===== src/rtl/fp_conv_pkg.sv =====
// Shared definitions for the float-to-fixed converter.
// Holds the controller state encoding, IEEE-754 field-size helpers and the
// 64-bit saturation patterns that the top level narrows to its output width.
package fp_conv_pkg;

  typedef enum logic [2:0] {
    ST_IDLE   = 3'd0,
    ST_UNPACK = 3'd1,
    ST_ALIGN  = 3'd2,
    ST_ROUND  = 3'd3,
    ST_PACK   = 3'd4,
    ST_DONE   = 3'd5
  } state_t;

  // Most-positive / most-negative two's-complement patterns at 64 bits;
  // shifting right by (64-W) yields the W-bit limits.
  localparam logic [63:0] SAT_POS_64 = 64'h7FFF_FFFF_FFFF_FFFF;
  localparam logic [63:0] SAT_NEG_64 = 64'h8000_0000_0000_0000;

  function automatic int exp_bits(input int p);
    return (p == 64) ? 11 : 8;
  endfunction

  function automatic int man_bits(input int p);
    return (p == 64) ? 52 : 23;
  endfunction

  function automatic int bias(input int p);
    return (p == 64) ? 1023 : 127;
  endfunction

endpackage


===== src/rtl/fp_align_shift.sv =====
// Combinational signed-amount barrel shifter for the float-to-fixed converter.
// Ports:
//   sig    : significand {1,m} (MW+1 bits), zero for zero/subnormal/special
//   sh     : signed shift amount, positive = left
//   mag    : aligned integer magnitude (W+1 bits)
//   guard  : first bit below the binary point after a right shift
//   sticky : OR of every bit below the guard bit
//   ovf    : magnitude does not fit in W+1 bits
module fp_align_shift
  import fp_conv_pkg::*;
#(
  parameter  int P  = 32,
  parameter  int W  = 32,
  localparam int EW = exp_bits(P),
  localparam int MW = man_bits(P)
) (
  input  logic [MW:0]          sig,
  input  logic signed [EW+1:0] sh,
  output logic [W:0]           mag,
  output logic                 guard,
  output logic                 sticky,
  output logic                 ovf
);

  localparam int SW = EW + 2;
  localparam int LW = MW + W + 2;                 // left-shift workspace
  localparam int RW = 2 * MW + 3;                 // sig plus MW+2 bits of fraction room
  localparam int XW = (MW > W) ? MW + 1 : W + 1;  // integer part of a right shift
  localparam logic signed [SW-1:0] W_S   = SW'(W);
  localparam logic        [SW-1:0] MAX_R = SW'(MW + 2);

  logic [SW-1:0] amt_l;
  logic [SW-1:0] amt_r;
  logic [LW-1:0] wide_l;
  logic [RW-1:0] wide_r;
  logic [XW-1:0] int_r;

  always_comb begin
    amt_l  = sh;
    amt_r  = -sh;
    wide_l = {{(W+1){1'b0}}, sig} << amt_l;
    wide_r = {sig, {(MW+2){1'b0}}} >> amt_r;
    int_r  = XW'(wide_r[RW-1:MW+2]);
    mag    = '0;
    guard  = 1'b0;
    sticky = 1'b0;
    ovf    = 1'b0;
    if (!sh[SW-1]) begin
      mag = wide_l[W:0];
      ovf = (sh > W_S) || (wide_l[LW-1:W+1] != '0);
    end else if (amt_r > MAX_R) begin
      // Everything falls below the guard position.
      sticky = |sig;
    end else begin
      mag    = int_r[W:0];
      guard  = wide_r[MW+1];
      sticky = |wide_r[MW:0];
      // A narrow output can still be exceeded by a right-shifted double.
      ovf    = (int_r >> (W+1)) != '0;
    end
  end

endmodule


===== src/rtl/float_to_fixed_conv.sv =====
// IEEE-754 (single or double) to signed fixed-point converter with a
// Begin/ACK level handshake.
// Ports:
//   CLK, RST  : clock, synchronous active-high reset
//   Begin_FSM : start request, level-sampled in IDLE
//   T, RND    : float operand and rounding mode (1 = nearest-even), captured on accept
//   ACK       : result valid, held while Begin_FSM stays high
//   O_F, U_F  : overflow/saturation/NaN/Inf flag, underflow flag
//   RESULT    : W-bit two's-complement result with FRAC fraction bits
module float_to_fixed_conv
  import fp_conv_pkg::*;
#(
  parameter int P    = 32,
  parameter int W    = 32,
  parameter int FRAC = 16
) (
  input  logic         CLK,
  input  logic         RST,
  input  logic         Begin_FSM,
  input  logic [P-1:0] T,
  input  logic         RND,
  output logic         ACK,
  output logic         O_F,
  output logic         U_F,
  output logic [W-1:0] RESULT
);

  localparam int EW   = exp_bits(P);
  localparam int MW   = man_bits(P);
  localparam int BIAS = bias(P);
  localparam int SW   = EW + 2;
  localparam logic signed [SW-1:0] SH_OFS = SW'(FRAC - MW - BIAS);
  localparam logic [63:0]  POS_SH  = SAT_POS_64 >> (64 - W);
  localparam logic [63:0]  NEG_SH  = SAT_NEG_64 >> (64 - W);
  localparam logic [W-1:0] SAT_POS = POS_SH[W-1:0];
  localparam logic [W-1:0] SAT_NEG = NEG_SH[W-1:0];

  state_t state_q, state_d;
  logic [P-1:0]         t_q, t_d;
  logic                 rnd_q, rnd_d;
  logic                 s_q, s_d;
  logic                 nz_q, nz_d;
  logic                 nan_q, nan_d;
  logic                 inf_q, inf_d;
  logic [MW:0]          sig_q, sig_d;
  logic signed [SW-1:0] sh_q, sh_d;
  logic [W+1:0]         mag_q, mag_d;
  logic                 grd_q, grd_d;
  logic                 stk_q, stk_d;
  logic                 ovf_q, ovf_d;
  logic [W-1:0]         res_q, res_d;
  logic                 of_q, of_d;
  logic                 uf_q, uf_d;
  logic                 ack_q, ack_d;

  logic [EW-1:0] e_u;
  logic [MW-1:0] m_u;
  logic [W:0]    al_mag;
  logic          al_grd, al_stk, al_ovf;

  assign e_u = t_q[P-2:MW];
  assign m_u = t_q[MW-1:0];

  fp_align_shift #(.P(P), .W(W)) u_align (
    .sig    (sig_q),
    .sh     (sh_q),
    .mag    (al_mag),
    .guard  (al_grd),
    .sticky (al_stk),
    .ovf    (al_ovf)
  );

  // One extra bit so a round-up of an all-ones magnitude is not lost.
  function automatic logic [W+1:0] round_mag(input logic [W:0] mag, input logic grd,
                                             input logic stk, input logic rne);
    logic inc;
    inc = rne & grd & (stk | mag[0]);
    return {1'b0, mag} + {{(W+1){1'b0}}, inc};
  endfunction

  // Returns {overflow, result}; the negative side may reach 2^(W-1).
  function automatic logic [W:0] sat_pack(input logic s, input logic [W+1:0] mag,
                                          input logic force_sat);
    logic [W+1:0] lim;
    lim = s ? {2'b00, SAT_NEG} : {2'b00, SAT_POS};
    if (force_sat || (mag > lim)) return {1'b1, s ? SAT_NEG : SAT_POS};
    return {1'b0, s ? ({W{1'b0}} - mag[W-1:0]) : mag[W-1:0]};
  endfunction

  always_comb begin
    state_d = state_q;
    t_d     = t_q;
    rnd_d   = rnd_q;
    s_d     = s_q;
    nz_d    = nz_q;
    nan_d   = nan_q;
    inf_d   = inf_q;
    sig_d   = sig_q;
    sh_d    = sh_q;
    mag_d   = mag_q;
    grd_d   = grd_q;
    stk_d   = stk_q;
    ovf_d   = ovf_q;
    res_d   = res_q;
    of_d    = of_q;
    uf_d    = uf_q;
    ack_d   = ack_q;
    case (state_q)
      ST_IDLE: begin
        if (Begin_FSM) begin
          t_d     = T;
          rnd_d   = RND;
          state_d = ST_UNPACK;
        end
      end
      // Stage boundary: field split, subnormals flushed to a zero significand.
      ST_UNPACK: begin
        s_d     = t_q[P-1];
        nz_d    = (e_u != '0) || (m_u != '0);
        nan_d   = (e_u == '1) && (m_u != '0);
        inf_d   = (e_u == '1) && (m_u == '0);
        sig_d   = ((e_u == '0) || (e_u == '1)) ? '0 : {1'b1, m_u};
        sh_d    = $signed({2'b00, e_u}) + SH_OFS;
        state_d = ST_ALIGN;
      end
      // Stage boundary: barrel-shift result captured.
      ST_ALIGN: begin
        mag_d   = {1'b0, al_mag};
        grd_d   = al_grd;
        stk_d   = al_stk;
        ovf_d   = al_ovf;
        state_d = ST_ROUND;
      end
      // Stage boundary: rounded magnitude captured.
      ST_ROUND: begin
        mag_d   = round_mag(mag_q[W:0], grd_q, stk_q, rnd_q);
        state_d = ST_PACK;
      end
      // Stage boundary: signed, saturated result and flags captured.
      ST_PACK: begin
        if (nan_q) begin
          {of_d, res_d} = {1'b1, SAT_POS};
          uf_d          = 1'b0;
        end else begin
          {of_d, res_d} = sat_pack(s_q, mag_q, inf_q | ovf_q);
          uf_d          = nz_q & ~(inf_q | ovf_q) & (mag_q == '0);
        end
        state_d = ST_DONE;
      end
      // First DONE cycle raises ACK; leave only once ACK is seen with Begin low.
      ST_DONE: begin
        if (ack_q && !Begin_FSM) begin
          ack_d   = 1'b0;
          state_d = ST_IDLE;
        end else begin
          ack_d = 1'b1;
        end
      end
      default: state_d = ST_IDLE;
    endcase
  end

  always_ff @(posedge CLK) begin
    if (RST) begin
      state_q <= ST_IDLE;
      t_q     <= '0;
      rnd_q   <= 1'b0;
      s_q     <= 1'b0;
      nz_q    <= 1'b0;
      nan_q   <= 1'b0;
      inf_q   <= 1'b0;
      sig_q   <= '0;
      sh_q    <= '0;
      mag_q   <= '0;
      grd_q   <= 1'b0;
      stk_q   <= 1'b0;
      ovf_q   <= 1'b0;
      res_q   <= '0;
      of_q    <= 1'b0;
      uf_q    <= 1'b0;
      ack_q   <= 1'b0;
    end else begin
      state_q <= state_d;
      t_q     <= t_d;
      rnd_q   <= rnd_d;
      s_q     <= s_d;
      nz_q    <= nz_d;
      nan_q   <= nan_d;
      inf_q   <= inf_d;
      sig_q   <= sig_d;
      sh_q    <= sh_d;
      mag_q   <= mag_d;
      grd_q   <= grd_d;
      stk_q   <= stk_d;
      ovf_q   <= ovf_d;
      res_q   <= res_d;
      of_q    <= of_d;
      uf_q    <= uf_d;
      ack_q   <= ack_d;
    end
  end

  assign ACK    = ack_q;
  assign O_F    = of_q;
  assign U_F    = uf_q;
  assign RESULT = res_q;

endmodule


===== config.mk =====
export PLATFORM = sky130hd
export DESIGN_NAME = float_to_fixed_conv
export DESIGN_NICKNAME = d
export VERILOG_FILES = /design/src/rtl/fp_conv_pkg.sv /design/src/rtl/fp_align_shift.sv /design/src/rtl/float_to_fixed_conv.sv
export SDC_FILE = /design/constraint.sdc
export NUM_CORES = 1
export LEC_CHECK = 0
export ABC_AREA = 1
export BUFFER_PORTS_ARGS = -buffer_cell sky130_fd_sc_hd__buf_2
export CORE_ASPECT_RATIO = 1.75
export CORE_MARGIN = 5
export CORE_UTILIZATION = 30
export CTS_BUF_LIST = sky130_fd_sc_hd__clkbuf_4 sky130_fd_sc_hd__clkbuf_8
export DETAILED_ROUTE_END_ITERATION = 7
export PLACE_DENSITY_LB_ADDON = 0.15
export SETUP_SLACK_MARGIN = 0.02
export SYNTH_ARGS = -nofsm -noshare
export SYNTH_HDL_FRONTEND = slang
export SYNTH_SLANG_ARGS = --single-unit

===== constraint.sdc =====
create_clock -name CLK -period 3.9 [get_ports CLK]
set_input_delay 0.195 -clock CLK [delete_from_list [all_inputs] [get_ports CLK]]
set_output_delay 0.195 -clock CLK [all_outputs]
set_load 0.02 [all_outputs]

[After elaboration in Yosys (flattened, before gate mapping)]
Cells that the tools add are included.
Word-level totals
  bits in registers: 146
  input bits: 36
  output and inout bits: 35
  word-level logic and storage cells: 85
Operators by class
  add/subtract/negate cells: 4
  magnitude comparators: 3
  equal/unequal tests: 8
  shift-type cells: 2
  muxes and demuxes: 24
  bitwise logic cells: 7
  reduce and logical (&&, ||, !) cells: 20
Operators by type and width (count)
  two-way mux 32 bit: 4
  two-way mux 33 bit: 3
  one-hot mux 34 bit (2 select lines): 1
  left shift 24 x 10 -> 57 bit: 1
  >> shifter 49 x 10 -> 49 bit: 1
  two-way mux 24 bit: 2
  OR reduction 24 bit: 2
  adder 33 x 1 -> 34 bit: 1
  > comparator 34 x 32 -> 1 bit: 1
  logical NOT 34 bit: 1
  subtractor 1 x 32 -> 32 bit (first input constant): 1
  nonzero test 24 bit: 1
  logical NOT 23 bit: 1
  nonzero test 23 bit: 1
  one-hot mux 3 bit (6 select lines): 1
  two-way mux 1 bit: 11
  adder 9 x 9 -> 10 bit (second input constant): 1
  > comparator 10 x 5 -> 1 bit (second input constant): 1
  > comparator 10 x 7 -> 1 bit (second input constant): 1
  negation 10 bit: 1
  equality test 8 bit (second input constant): 1
  logical NOT 8 bit: 1
  nonzero test 8 bit: 1
  equality test 3 x 2 -> 1 bit (second input constant): 2
  other kinds (13): 26

[Longest topological paths before layout]
  depth after elaboration: 8
  mapped depth: 25
  depth with buffers taken out: 22

[By module]
A second synthesis with hierarchy kept.
Unflattened totals
  cell total of the unflattened synthesis: 2179
  area total of the unflattened synthesis: 12826.1 µm²
By module, submodules not included
  float_to_fixed_conv: instances 1, cells an instance 1294, area each 8667.1 µm², sequential area each 2922.8 µm²
  fp_align_shift: instances 1, cells an instance 885, area each 4159.0 µm², sequential area each 0.0 µm²

[Least setup slack after synthesis]
Ideal clock, no wire load.
  path kind: register to register
  from: register s_q
  to: register res_q[19], in the netlist RESULT[19]
  library setup time: 0.109 ns
  data arrival time: 3.229 ns
  required time: 3.791 ns
  setup slack: 0.563 ns
  cell stages (with the launch flop): 20
  path buffers: 3
  period minus slack after synthesis: 3.337 ns
  path through: dfxtp_1 -> inv_1 -> clkbuf_1 -> clkbuf_1 -> ha_1 -> nor3_1 -> a211oi_1 -> o21ai_0 -> a21boi_0 -> o21ai_0 -> a21oi_1 -> o21ai_0 -> nand2_1 -> nand2_1 -> clkbuf_1 -> a21oi_1 -> o21ai_0 -> nand3_1 -> nand2_1 -> inv_1
Between the ends
  longest elaborated chain between the ends: 8
  elaborated cells on any way between the ends: 11
  classes of those cells: order compare (1); mux (9); reduce/logical (1)
RTL lines
  start: declaration: RTL line float_to_fixed_conv.sv:41  | logic s_q, s_d;
  start signal: assignment: RTL line float_to_fixed_conv.sv:168  | s_q <= 1'b0;
  start signal: assignment: RTL line float_to_fixed_conv.sv:186  | s_q <= s_d;
  two-way mux 32 bit: RTL line float_to_fixed_conv.sv:85, float_to_fixed_conv.sv:86
  > comparator 34 x 32 -> 1 bit: RTL line float_to_fixed_conv.sv:86  | if (force_sat || (mag > lim)) return {1'b1, s ? SAT_NEG : SAT_POS};
  logical OR 1 bit: RTL line float_to_fixed_conv.sv:86
  two-way mux 1 bit: RTL line float_to_fixed_conv.sv:86
  two-way mux 1 bit: RTL line float_to_fixed_conv.sv:141  | if (nan_q) begin
  two-way mux 1 bit: RTL line float_to_fixed_conv.sv:108  | case (state_q)
  two-way mux 33 bit (*): RTL line float_to_fixed_conv.sv:87  | return {1'b0, s ? ({W{1'b0}} - mag[W-1:0]) : mag[W-1:0]};
  two-way mux 32 bit (*): RTL line float_to_fixed_conv.sv:141
  end signal: assignment: RTL line float_to_fixed_conv.sv:196  | res_q <= res_d;
  end: declaration: RTL line float_to_fixed_conv.sv:51  | logic [W-1:0] res_q, res_d;
Every way passes the cells marked *; elsewhere a longest branch is shown, timed or not. The select of a mux whose other input is x is not followed.
A chain may end at the register's enable or synchronous reset.

[Worst setup path after layout]
  from: register sh_q[0]
  to: register stk_q
Between the ends
  longest elaborated chain between the ends: 5
  elaborated cells on any way between the ends: 6
  classes of those cells: add/sub (1); order compare (1); shift (1); mux (2); reduce/logical (1)
RTL lines
  start: declaration: RTL line float_to_fixed_conv.sv:46  | logic signed [SW-1:0] sh_q, sh_d;
  start signal: assignment: RTL line float_to_fixed_conv.sv:173  | sh_q <= '0;
  start signal: assignment: RTL line float_to_fixed_conv.sv:191  | sh_q <= sh_d;
  negation 10 bit (*): RTL line fp_align_shift.sv:40  | amt_r = -sh;
  >> shifter 49 x 10 -> 49 bit: RTL line fp_align_shift.sv:42  | wide_r = {sig, {(MW+2){1'b0}}} >> amt_r;
  OR reduction 24 bit: RTL line fp_align_shift.sv:57  | sticky = |wide_r[MW:0];
  two-way mux 1 bit (*): RTL line fp_align_shift.sv:51  | end else if (amt_r > MAX_R) begin
  two-way mux 1 bit (*): RTL line fp_align_shift.sv:48  | if (!sh[SW-1]) begin
  end signal: assignment: RTL line float_to_fixed_conv.sv:194  | stk_q <= stk_d;
  end: declaration: RTL line float_to_fixed_conv.sv:49  | logic stk_q, stk_d;
Every way passes the cells marked *; elsewhere a longest branch is shown, timed or not.

==> out/results.txt <==
Routability cong. -> 0.918
Port buffer count -> 70
Synthesis warning total -> 0
Vias/cell -> 5.23
Layout area overhead -> 12.3%
Net Count, Synth -> 2051
Req. time, crit path -> 4330 ps
Most frequent cells in the layout -> 398 x nand2_1, 243 x nand3_1, 218 x inv_1
Initial DRC Count -> 840
Clk_skew -> 16.1 ps
DP HPWL -> 37400 µm
Worst Hold Class -> input port to flop
Most used cell, CP -> nand3_1
Seq/Total Area, Yosys -> 24.1%
Reg2reg path depth -> 20
Cts-stage hold buffer count -> 31
Final setup viols -> 0
Avg Cell Area, Syn -> 6.13 µm²
Max_cap viols -> 0
Most common cell after layout, fill and taps aside -> nand2_1
Setup crit start kind -> flop
DIE WIDTH -> 162 µm
Slowest Stage Delay on Critical Path -> 510 ps
DIE AREA -> 44600 µm²
Slew @ Worst Pin -> 1070 ps
Power, Total -> 6.13 mW
Rows -> 97
F_max -> 283 MHz
Initial antenna violation count -> 1
H-tree levels -> 4
Slew HR -> 28.8%
Post-route cell area -> 13600 µm²
Worst EP arrival -> 3960 ps
Total track usage -> 21.0%
Final max-slew violation count -> 0
Pin count of the biggest net entering global routing -> 91
Worst-path cell chain -> inv_2, buf_4, nand2_2, nor2_4, nand2_1, nand2_1, nand2_2, nor2_8, nand3_1, nand3_1, nand3_1, nand3_1, nand2_1, nand2_1, nor2_1, nand3_1, nand3_1, nand3_1, nand2_1, a21oi_2
Post-CTS Resized -> 0
CTS clk-pin slew, worst paths -> 80 ps
CP max stage cell -> nor2_8
Clk_lat worst skew -> 510 ps
Worst Path Max Fanout -> 53
Hold violation total from the final report -> 0
Post-Route WL -> 46700 µm
Post-Synthesis Cells -> 1976
Starting Density -> 30.2%
Setup TNS -> 0 ps
Grt ovf -> 0
Distinct cells, synth -> 59
RSZ-0062 raised after global routing -> false
CP Class -> flop to flop
First-pass GRT wire length -> 74200 µm
Die H -> 276 µm
Initial DRT Pass Iterations -> 5
Fin crit share -> 90.5%
CTS tree -> built
Crit path buffers/inverters -> 2
Placeable Area -> 40100 µm²
Synthesized area -> 12100 µm²
Min cycle time layout -> 3530 ps
Number of global-route vias before repair -> 13152
Nets -> 2092
Peak VDD IR -> 0.234 mV
Setup crit end kind -> flop
Status -> complete, no violations
Flop-to-flop setup slack -> 370 ps
Post-CTS setup buffer count -> 0
Flop and latch count out of synthesis -> 146
Pwr Density -> 451 nW/µm²
Crit path depth -> 20
CTS sink cnt -> 146
Post-route DRC -> 0
Post-DP Area -> 12900 µm²
Clock Path Buffers -> 2
Leakage power -> 6.04 nW
Num CTS Buffers -> 17
Final core occ -> 34.0%
Hold Path Depth -> 3
Root buf cell -> clkbuf_8
Share of layout cells above drive strength 1 -> 10.9%
DR vias -> 13210
Wirelength per Cell -> 18.5 µm
Crit path max-delay family -> simple AND/OR/NAND/NOR gates
# IOs -> 71
Antenna viol nets, final -> 0
-- metal layers --
| metal | part of all wire [%] | GRT usage, % |
|---|---|---|
| met1 | 37 | 21.3 |
| met2 | 54 | 40.8 |
| met3 | 2.7 | 2.41 |
| met4 | 6.1 | 12.2 |
| met5 | 0 | 0 |
-- through the flow --
stage / setup WS [ps] / hold slack, ps / cells
after floorplan: 563 / 362 / 1976
after detailed placement: 409 / 456 / 2462
final: 372 / 16.0 / 2527
after global placement: 425 / 451 / 2462
after CTS: 391 / 3.88 / 2525
after global routing: 71.4 / 44.7 / 2526
-- cell families after synthesis --
kind of cell,after synthesis,synth area share [%]
flip-flops,146,24.1
multiplexers,10,0.827
buffers and inverters,352,11.7
AND/OR/NAND/NOR,986,37.5
AO/OA/AOI/OAI,404,18.9
XOR/XNOR,39,2.88
adder cells (fa/ha/maj),39,4.03
-- synthesized netlist by cell type, drive strengths merged --
library cell,number,area (µm²)
nand2,415,1600
nand3,263,1420
inv,227,852
nor2,200,838
o21ai,167,843
dfxtp,146,2920
a21oi,128,644
clkbuf,78,293
buf,44,262
nand4,42,269
ha,39,488
nor3,38,231
xor2,35,314
o211ai,31,233
o22ai,26,163
nor4,19,125
a31oi,14,87.6
a221oi,13,114
mux2i,10,100
a211oi,4,30.0
a22oi,4,30.0
nand3b,4,30.0
o31ai,4,30.0
xnor2,4,35.0
clkinv,3,11.3
o221ai,3,26.3
or2,3,18.8
o311ai,2,17.5
a211o,1,8.76
a21boi,1,7.51
a21o,1,7.51
a311oi,1,8.76
a41oi,1,8.76
and3,1,6.26
nor3b,1,7.51
o2111ai,1,8.76
o21a,1,7.51
o41ai,1,8.76
-- power breakdown --
part	switching [mW]	leakage (nW)	internal, mW
sequential	0.161	1.19	1.61
combinational	2.15	4.64	0.917
clock	0.625	0.212	0.666
-- tightest hold or removal path, cell delays in order --
cell     delay [ps]
buf_2            70
o21ai_0          90
a21oi_1         110
-- area by class of cell --
cell class	instances	area [µm²]
Antenna cell	2	5.00
Sequential cell	146	2920
Multi-Input combinational cell	1478	7780
Timing Repair Buffer	144	986
Fill cell	4540	26500
Inverter	230	863
Tap cell	495	619
Clock inverter	8	98.8
Clock buffer	24	318
-- sequential cells by signal, summed over array words and instances, names as in the netlist, 3 cells and up --
signal and cells:
RESULT 32, mag_q 34, sh_q 10, sig_q 24, state_q 3, t_q 32
-- worst paths after layout --
path | start | end
worst max-delay path | sh_q[0]$_SDFFE_PP0P_ | stk_q$_SDFFE_PP0P_
worst min-delay path | T[15] | t_q[15]$_SDFFE_PP0P_
worst max register to register | sh_q[0]$_SDFFE_PP0P_ | stk_q$_SDFFE_PP0P_
worst min register to register | t_q[31]$_SDFFE_PP0P_ | t_q[31]$_SDFFE_PP0P_
Power figures use the tool's default switching activity.
